===== src/rtl/operand_fetch_unit.sv =====
// Operand fetch: decode, scoreboard, forwarding and operand register.
// Sits between the instruction stream and execute, in front of the regfile.
module operand_fetch_unit #(
  parameter int XLEN  = 32,
  parameter int CNT_W = 16
) (
  input  logic             clock,
  input  logic             resetN,
  input  logic             instValid,
  output logic             instReady,
  input  logic [31:0]      instWord,
  output logic             opValid,
  input  logic             opReady,
  output logic [31:0]      opInstWord,
  output logic [XLEN-1:0]  opRs1Val,
  output logic [XLEN-1:0]  opRs2Val,
  output logic [4:0]       opRdAdrs,
  input  logic             wbValid,
  input  logic [4:0]       wbAdrs,
  input  logic [XLEN-1:0]  wbData,
  output logic             rfEnable,
  output logic [4:0]       rfRdAdrs,
  output logic [XLEN-1:0]  rfRdData,
  output logic [4:0]       rfRs1Adrs,
  output logic [4:0]       rfRs2Adrs,
  input  logic [XLEN-1:0]  rfRs1Data,
  input  logic [XLEN-1:0]  rfRs2Data,
  output logic [CNT_W-1:0] stallCount
);

  logic [6:0]      opc;
  logic [4:0]      rs1, rs2, rd;
  logic            use1, use2, used;
  logic [31:0]     wb_clr;
  logic [31:0]     busy_eff;
  logic            hazard;
  logic            accept;
  logic [XLEN-1:0] rs1_val, rs2_val;

  logic             op_valid_q, op_valid_d;
  logic [31:0]      op_inst_q, op_inst_d;
  logic [XLEN-1:0]  op_rs1_q, op_rs1_d;
  logic [XLEN-1:0]  op_rs2_q, op_rs2_d;
  logic [4:0]       op_rd_q, op_rd_d;
  logic [31:0]      busy_q, busy_d;
  logic [CNT_W-1:0] stall_q, stall_d;

  assign opc = instWord[6:0];
  assign rs1 = instWord[19:15];
  assign rs2 = instWord[24:20];
  assign rd  = instWord[11:7];

  assign rfRs1Adrs = rs1;
  assign rfRs2Adrs = rs2;

  // Writes to x0 never reach the file.
  assign rfEnable = wbValid && (wbAdrs != 5'd0);
  assign rfRdAdrs = wbAdrs;
  assign rfRdData = wbData;

  // Which register fields the opcode actually uses.
  always_comb begin
    use1 = 1'b0;
    use2 = 1'b0;
    used = 1'b0;
    unique case (opc)
      7'b0110011: begin
        use1 = 1'b1;
        use2 = 1'b1;
        used = 1'b1;
      end
      7'b0010011,
      7'b0000011,
      7'b1100111: begin
        use1 = 1'b1;
        used = 1'b1;
      end
      7'b0100011,
      7'b1100011: begin
        use1 = 1'b1;
        use2 = 1'b1;
      end
      7'b0110111,
      7'b0010111,
      7'b1101111: used = 1'b1;
      default: ;
    endcase
  end

  // A same-cycle writeback retires its busy bit before the hazard check.
  always_comb begin
    wb_clr = 32'd0;
    if (wbValid) wb_clr[wbAdrs] = 1'b1;
    busy_eff = busy_q & ~wb_clr;
    busy_eff[0] = 1'b0;
    hazard = (use1 && busy_eff[rs1]) ||
             (use2 && busy_eff[rs2]) ||
             (used && busy_eff[rd]);
  end

  assign instReady = (!op_valid_q || opReady) && !hazard;
  assign accept    = instValid && instReady;

  // Operand mux: zero for unused or x0, then bypass, then file.
  always_comb begin
    rs1_val = rfRs1Data;
    if (!use1 || rs1 == 5'd0)
      rs1_val = '0;
    else if (wbValid && wbAdrs == rs1)
      rs1_val = wbData;
    rs2_val = rfRs2Data;
    if (!use2 || rs2 == 5'd0)
      rs2_val = '0;
    else if (wbValid && wbAdrs == rs2)
      rs2_val = wbData;
  end

  // Output bundle: load on accept, drop when consumed, else hold.
  always_comb begin
    op_valid_d = op_valid_q;
    op_inst_d  = op_inst_q;
    op_rs1_d   = op_rs1_q;
    op_rs2_d   = op_rs2_q;
    op_rd_d    = op_rd_q;
    if (accept) begin
      op_valid_d = 1'b1;
      op_inst_d  = instWord;
      op_rs1_d   = rs1_val;
      op_rs2_d   = rs2_val;
      op_rd_d    = used ? rd : 5'd0;
    end else if (opReady) begin
      op_valid_d = 1'b0;
    end
  end

  // Scoreboard: writeback clears, a new destination sets and wins.
  always_comb begin
    busy_d = busy_q & ~wb_clr;
    if (accept && used && rd != 5'd0)
      busy_d[rd] = 1'b1;
    busy_d[0] = 1'b0;
  end

  // Count hazard stalls only, saturating.
  always_comb begin
    stall_d = stall_q;
    if (instValid && hazard && stall_q != {CNT_W{1'b1}})
      stall_d = stall_q + 1'b1;
  end

  // State registers.
  always_ff @(posedge clock or negedge resetN) begin
    if (!resetN) begin
      op_valid_q <= 1'b0;
      op_inst_q  <= '0;
      op_rs1_q   <= '0;
      op_rs2_q   <= '0;
      op_rd_q    <= '0;
      busy_q     <= '0;
      stall_q    <= '0;
    end else begin
      op_valid_q <= op_valid_d;
      op_inst_q  <= op_inst_d;
      op_rs1_q   <= op_rs1_d;
      op_rs2_q   <= op_rs2_d;
      op_rd_q    <= op_rd_d;
      busy_q     <= busy_d;
      stall_q    <= stall_d;
    end
  end

  assign opValid    = op_valid_q;
  assign opInstWord = op_inst_q;
  assign opRs1Val   = op_rs1_q;
  assign opRs2Val   = op_rs2_q;
  assign opRdAdrs   = op_rd_q;
  assign stallCount = stall_q;

endmodule


===== config.mk =====
export PLATFORM = sky130hd
export DESIGN_NAME = operand_fetch_unit
export DESIGN_NICKNAME = d
export VERILOG_FILES = /design/src/rtl/operand_fetch_unit.sv
export SDC_FILE = /design/constraint.sdc
export NUM_CORES = 1
export LEC_CHECK = 0
export BUFFER_PORTS_ARGS = -buffer_cell sky130_fd_sc_hd__buf_2
export CAP_MARGIN = 15
export CORE_MARGIN = 1.5
export CORE_UTILIZATION = 55
export DETAILED_ROUTE_END_ITERATION = 8
export PLACE_DENSITY_LB_ADDON = 0.08
export SYNTH_ARGS = -nofsm -noshare
export SYNTH_HDL_FRONTEND = slang
export SYNTH_SLANG_ARGS = --single-unit

===== constraint.sdc =====
create_clock -name clock -period 9.69 [get_ports clock]
set_clock_uncertainty 0.1 [all_clocks]
set_input_delay 1.4535 -clock clock [delete_from_list [all_inputs] [get_ports clock]]
set_output_delay 1.4535 -clock clock [all_outputs]
set_load 0.05 [all_outputs]

==> metrics.txt, run 1 <==
P_leak between 4 and 5 nW; Final nets around 1200; clock slew at reported path FFs about 0.07 ns; setup TNS 0 ns; DR iter-0 viols approximately 820; most frequent cells in the layout buf_2 (303), dfrtp_1 (149), mux2i_1 (76); GRT met3 Usage 0.0647; critical path class in2out; clock sinks around 150; run status finished, final reports clean; Ant. Diodes 0; library cells used by synthesis 63; worst slew pin tran roughly 1.1 ns; RePlAce Congestion between 0.9 and 1; pin count of the biggest net entering global routing 97; MaxCap Viol Count 0; most common cell after layout, fill and taps aside buf_2; Hold Slack between 0.3 and 0.4 ns; Internal approximately 1.1 mW; WP data required around 8 ns; maximum clock frequency approximately 170 MHz; most frequent CP cell buf_2; min cycle time layout 5.97 ns; I/O pin count slightly above 300; CP arrival between 4 and 5 ns; hold_sp opInstWord[29]; RR Startpoint busy_q[23]; CP Capture Type output port; CTS Hold Bufs 0; RR Endpoint busy_q[20]; worst reg-to-reg setup slack ~5.1 ns; Peak VDD IR about 0.13 mV; Hold Crit Class reg2reg; Clk pwr share 0.373; WHS Path Cells 1; global-route wire length before repair 41.3 mm; postcts setup bufs 0; final period utilization 0.616; r2r worst-path depth 11; Power per Cell Area 169 nW/um^2; Critical Path Start Type input port; synth warn 0; clock latency at the later pin of the worst-skew pair about 0.44 ns; GR Overflow Total 0; die area approximately 16000 um^2; NetSw between 600 and 700 uW; Area Growth Syn to Fin 20.6%; crit-path cells buf_2 -> nand2b_1 -> o21ai_1 -> mux2i_1 -> o311ai_0 -> nor4bb_1 -> or4_2 -> nor2b_1 -> buf_2; async set-reset flop share out of synthesis 1.00; Largest stage delay, worst path ~0.85 ns; Max Buffers Root-to-Sink 2; crit path max-delay cell type or4_2; die height approximately 130 um; RSZ-0062 raised after global routing false; total CTS buffers 17; Util after Layout 0.678; GRT Overall Usage 0.327; grt peak-use layer met2; Slew Viols, Final 0; WL final around 27 mm; Mapped Nets between 900 and 1000; number of buffers and inverters on the critical path 2; Post-Syn Area 8550 um^2; Synth Area per Inst just over 10 um^2; 1st-pass router iterations 5; Die Width 128 um; Final Hold Viols 0; core area 15200 um^2; CP Max Fanout 13; CTS resizes 0; switching part of the total power 0.365; Final ANT Viol Nets 0; Crit path max-delay family simple AND/OR/NAND/NOR gates; H-tree Lvls 4; initial antenna violation count 0; drc violations 0; Seq/Total Area, Yosys 0.436; # rows 45; DP HPWL around 19 mm; Comb pwr share 0.235; PortBufs between 300 and 400; Post-synth top flop dfrtp_1; met1 GRT Util 0.452; sequential share of power 0.392; Rel. slew slack 0.298; Seq cells post-synth 149; Root Buffer clkbuf_16; Setup-failing EPs final 0; GR Util met2 0.527; routed vias 8001; vias in the first global route 7388; CTS tree yes; Initial Util 0.562; worst hold endpoint opInstWord[29]; routed len/inst about 22 um; EDFF count, synth 0; Mapped Cells roughly 830; Via density 6.45; share of layout cells above drive strength 1 0.358
[logic make-up (layout without fill, tap and decap cells)]
| kind of cell | Yosys count | after routing | synth area share |
|---|---|---|---|
| AO/OA/AOI/OAI | 272 | 272 | 0.218 |
| flip-flops | 149 | 149 | 0.436 |
| buffers and inverters | 137 | 359 | 0.0850 |
| AND/OR/NAND/NOR | 132 | 132 | 0.0849 |
| multiplexers | 114 | 114 | 0.148 |
| XOR/XNOR | 26 | 26 | 0.0266 |
| adder cells (fa/ha/maj) | 1 | 1 | 0.00146 |
[cells in the mapped netlist, types with 7 or more instances]
master / instances / share of area
nor2_1: 24 / 0.011
dfrtp_1: 149 / 0.44
clkbuf_1: 59 / 0.026
and3_1: 11 / 0.0081
nand2_1: 26 / 0.011
xor2_1: 10 / 0.010
inv_1: 12 / 0.0053
o21ai_1: 51 / 0.030
mux4_2: 7 / 0.018
mux2_1: 23 / 0.030
nand4_1: 14 / 0.010
nand3_1: 14 / 0.0082
o21ai_0: 68 / 0.040
xnor2_1: 16 / 0.016
mux2_2: 8 / 0.011
nor3_1: 8 / 0.0047
o41ai_1: 23 / 0.024
buf_2: 11 / 0.0064
mux2i_1: 76 / 0.089
o31ai_1: 72 / 0.063
buf_4: 47 / 0.041
[final cells by class]
| type | count | area, um^2 |
|---|---|---|
| fillers | 1241 | 4900 |
| multi-input cells | 545 | 4110 |
| flip-flops and latches | 149 | 3730 |
| repair buffers | 313 | 1600 |
| clock buffers | 17 | 425 |
| well taps | 188 | 235 |
| clock inverters | 15 | 155 |
| inverters | 14 | 52.6 |
[layer usage]
layer,share of wire,vias to the layer above
li1,-,3523
met3,0.087,77
met2,0.48,487
met1,0.41,3914
met4,0.029,0
met5,0,-
[power groups by stage]
stage | sequential, mW | combinational, mW | clock (mW)
finish | 0.680 | 0.408 | 0.649
detailed placement | 0.691 | 0.406 | 0
floorplan | 0.807 | 0.172 | 0
CTS | 0.680 | 0.407 | 0.655
global placement | 0.690 | 0.402 | 0
global route | 0.685 | 0.430 | 0.682
[flip-flops by register name, indices dropped and copies added, names as in the netlist]
register,count
opRdAdrs,5
busy_q,31
opRs2Val,32
stallCount,16
opInstWord,32
opValid,1
opRs1Val,32
[worst max-delay path by stage]
stage | start | endpoint | slack (ns) | cells past startpoint
floorplan | wbAdrs[0] | instReady | 3.58 | 12
global placement | wbAdrs[0] | opRs1Val[21] | 3.60 | 12
detailed placement | wbAdrs[0] | opRs1Val[27] | 3.48 | 12
CTS | wbAdrs[0] | instReady | 3.80 | 9
global route | wbAdrs[0] | busy_q[20] | 3.51 | 12
finish | wbAdrs[0] | instReady | 3.72 | 9
[metrics by stage]
step	instances	power [mW]	instance area [um^2]	worst slack [ns]
final	1241	1.74	10300	3.72
after global routing	1241	1.80	10300	3.51
after CTS	1241	1.74	10300	3.80
after detailed placement	1209	1.10	9720	3.48
after global placement	1209	1.09	9720	3.60
after floorplan	831	0.978	8550	3.58
(Power assumes the default switching activity.)
==> run 2: changes to the inputs <==
- ABC_AREA: unset -> 1
- CORE_UTILIZATION: 55 -> 52
- clock period: 9.69 -> 5.95 ns (I/O delays scaled with it)
==> run 2 against run 1 <==
  * Critical path depth up 5
  * Via count rose by 26%
  * Sequential cell count stayed put
  * Register-to-register slack got worse by 2.4 ns
  * Critical endpoint unchanged
  * Largest cell class unchanged
  * Highest routed layer unchanged
==> metrics.txt, run 2 <==
clock sinks between 100 and 150; CP Capture Type output port; Fillers ~1700; share of layout cells above drive strength 1 0.236; Initial Util 0.529; most common cell after layout, fill and taps aside nand2_1; Synth Area per Inst ~6.8 um^2; CTS resizes 0; Final Hold Viols 0; synth warn 0; vias in the first global route about 9100; run status finished, final reports clean; most frequent CP cell nand2_1; CTS tree yes; Post-synth top flop dfrtp_1; Slew Viols, Final 0; Power per Cell Area around 280 nW/um^2; total CTS buffers 17; critical path class in2out; post-route non-filler standard cell count about 1800; CP Max Fanout 26; most area-consuming cells after synthesis dfrtp_1 (41%), nand2_1 (20%), nand3_1 (10%); routed vias between 10000 and 15000; worst slew pin tran 1.14 ns; CTS Hold Bufs 0; # rows 48; MaxCap Viol Count 0; Via density 5.59; Area Growth Syn to Fin 20.3%; cell taking the most area after synthesis dfrtp_1; count leader, synth nand2_1; I/O pin count roughly 310; crit path max-delay cell type clkinv_1; switching part of the total power 0.378; Comb pwr share 0.271; core area around 17000 um^2; Rel. slew slack 0.238; RePlAce Congestion slightly above 1; final period utilization 0.803; Post-Syn Area around 9000 um^2; PortBufs ~300; sequential share of power 0.378; CP arrival approximately 3.8 ns; Setup-failing EPs final 0; Mapped Nets around 1500; Internal approximately 1.9 mW; top cell type's share of synthesized area 0.409; NetSw around 1.1 mW; Critical Path Start Type input port; RSZ-0062 raised after global routing false; Seq/Total Area, Yosys 0.409; maximum clock frequency between 200 and 250 MHz; routed len/inst roughly 18 um; 1st-pass router iterations 5; drc violations 0; setup TNS 0 ns; GRT Overall Usage 0.354; initial antenna violation count 6; most frequent cells in the layout nand2_1 (476), buf_2 (302), nand3_1 (190); Hold Crit Class reg2reg; Max Buffers Root-to-Sink 2; Die Width between 100 and 150 um; Mapped Cells between 1000 and 1500; crit-path cells buf_2 -> clkinv_1 -> nor3_1 -> nand2_1 -> nand3_1 -> nor2_1 -> nand2_1 -> nand2_1 -> inv_1 -> nand2_1 -> nand2_1 -> nand3_2 -> nor2_4 -> buf_2; H-tree Lvls 4; Seq cells post-synth between 100 and 150; postcts setup bufs 0; pin count of the biggest net entering global routing 105; Post-Place Cells 1759; WL final 32.5 mm; DP HPWL roughly 22 mm; Hold Slack between 0.3 and 0.4 ns; min cycle time layout between 4 and 5 ns; EDFF count, synth 0; Clk pwr share 0.351; WP data required slightly below 5 ns; library cells used by synthesis 37; GR Overflow Total 0; async set-reset flop share out of synthesis 1.00; clock latency at the later pin of the worst-skew pair between 0.4 and 0.5 ns; Final ANT Viol Nets 0; DR iter-0 viols between 1000 and 1500; die area 18300 um^2; global-route wire length before repair approximately 51 mm; Final nets approximately 1700; Largest stage delay, worst path about 0.64 ns; clock slew at reported path FFs ~0.06 ns; Root Buffer clkbuf_16; P_leak roughly 6.3 nW; synth cell count leaders nand2_1 (477), nand3_1 (190), dfrtp_1 (149); die height 135 um; Peak VDD IR between 0.2 and 0.3 mV
==> run 2: changes by cell type after synthesis, moves of 37 or more <==
cell,previous run,this run
nand2_1,26,477
nand3_1,14,190
mux2i_1,76,0
inv_1,12,86
o31ai_1,72,1
a21oi_1,4,72
nor2_1,24,83
o21ai_1,51,14
==> run 2: worst max-delay path: cells and delay by family <==
kind                   cells  cell delay, ns
buffers and inverters      4            1.43
AND/OR/NAND/NOR           10            1.45
==> run 2: power by group through the flow <==
stage | combinational (mW) | sequential (mW) | clock (mW)
finish | 0.817 | 1.14 | 1.06
global route | 0.872 | 1.15 | 1.11
CTS | 0.812 | 1.14 | 1.07
detailed placement | 0.811 | 1.16 | 0
global placement | 0.806 | 1.16 | 0
floorplan | 0.347 | 1.39 | 0
==> run 2: logic make-up after synthesis <==
kind of cell / after synthesis / synth area share
simple gates: 808 / 0.376
buf+inv: 218 / 0.113
compound gates: 152 / 0.0884
flops: 149 / 0.409
xor+xnor: 13 / 0.0125
fa+ha+maj: 1 / 0.00137
==> run 2: final cells by class <==
cell class | count | area [um^2] | area share
repair buffers | 316 | 1620 | 0.148
well taps | 225 | 282 | 0.0257
flip-flops and latches | 149 | 3730 | 0.340
clock buffers | 20 | 467 | 0.0425
clock inverters | 12 | 103 | 0.00935
inverters | 95 | 357 | 0.0325
multi-input cells | 974 | 4400 | 0.401
diodes | 6 | 15.0 | 0.00137
==> run 2: final timing paths <==
path | start | to | slack, ns | cells after the start
min reg2reg | opRs2Val[2] | opRs2Val[2] | 0.36 | 2
max reg2reg | busy_q[15] | opRs1Val[11] | 2.69 | 16
max | instWord[15] | instReady | 1.17 | 14
max in group asynchronous | resetN | busy_q[25] | 4.00 | 2
min in group asynchronous | resetN | opRs1Val[17] | 0.50 | 1
min | opRs2Val[2] | opRs2Val[2] | 0.36 | 2
==> run 2: stage by stage <==
step	total power, mW	area (um^2)	utilization	setup slack (ns)
CTS	3.02	11000	0.636	1.28
detailed placement	1.97	10400	0.602	1.28
global route	3.13	11000	0.636	0.939
global placement	1.96	10400	0.602	1.25
finish	3.02	11000	0.636	1.17
floorplan	1.73	9120	-	2.42
==> run 2: per-layer routing <==
metal | global-route usage | vias up | routed length (um)
li1 | - | 4749 | -
met1 | 0.479 | 4709 | 13500
met2 | 0.564 | 513 | 15400
met3 | 0.0584 | 78 | 2630
met4 | 0.152 | 0 | 1000
met5 | 0 | - | 0
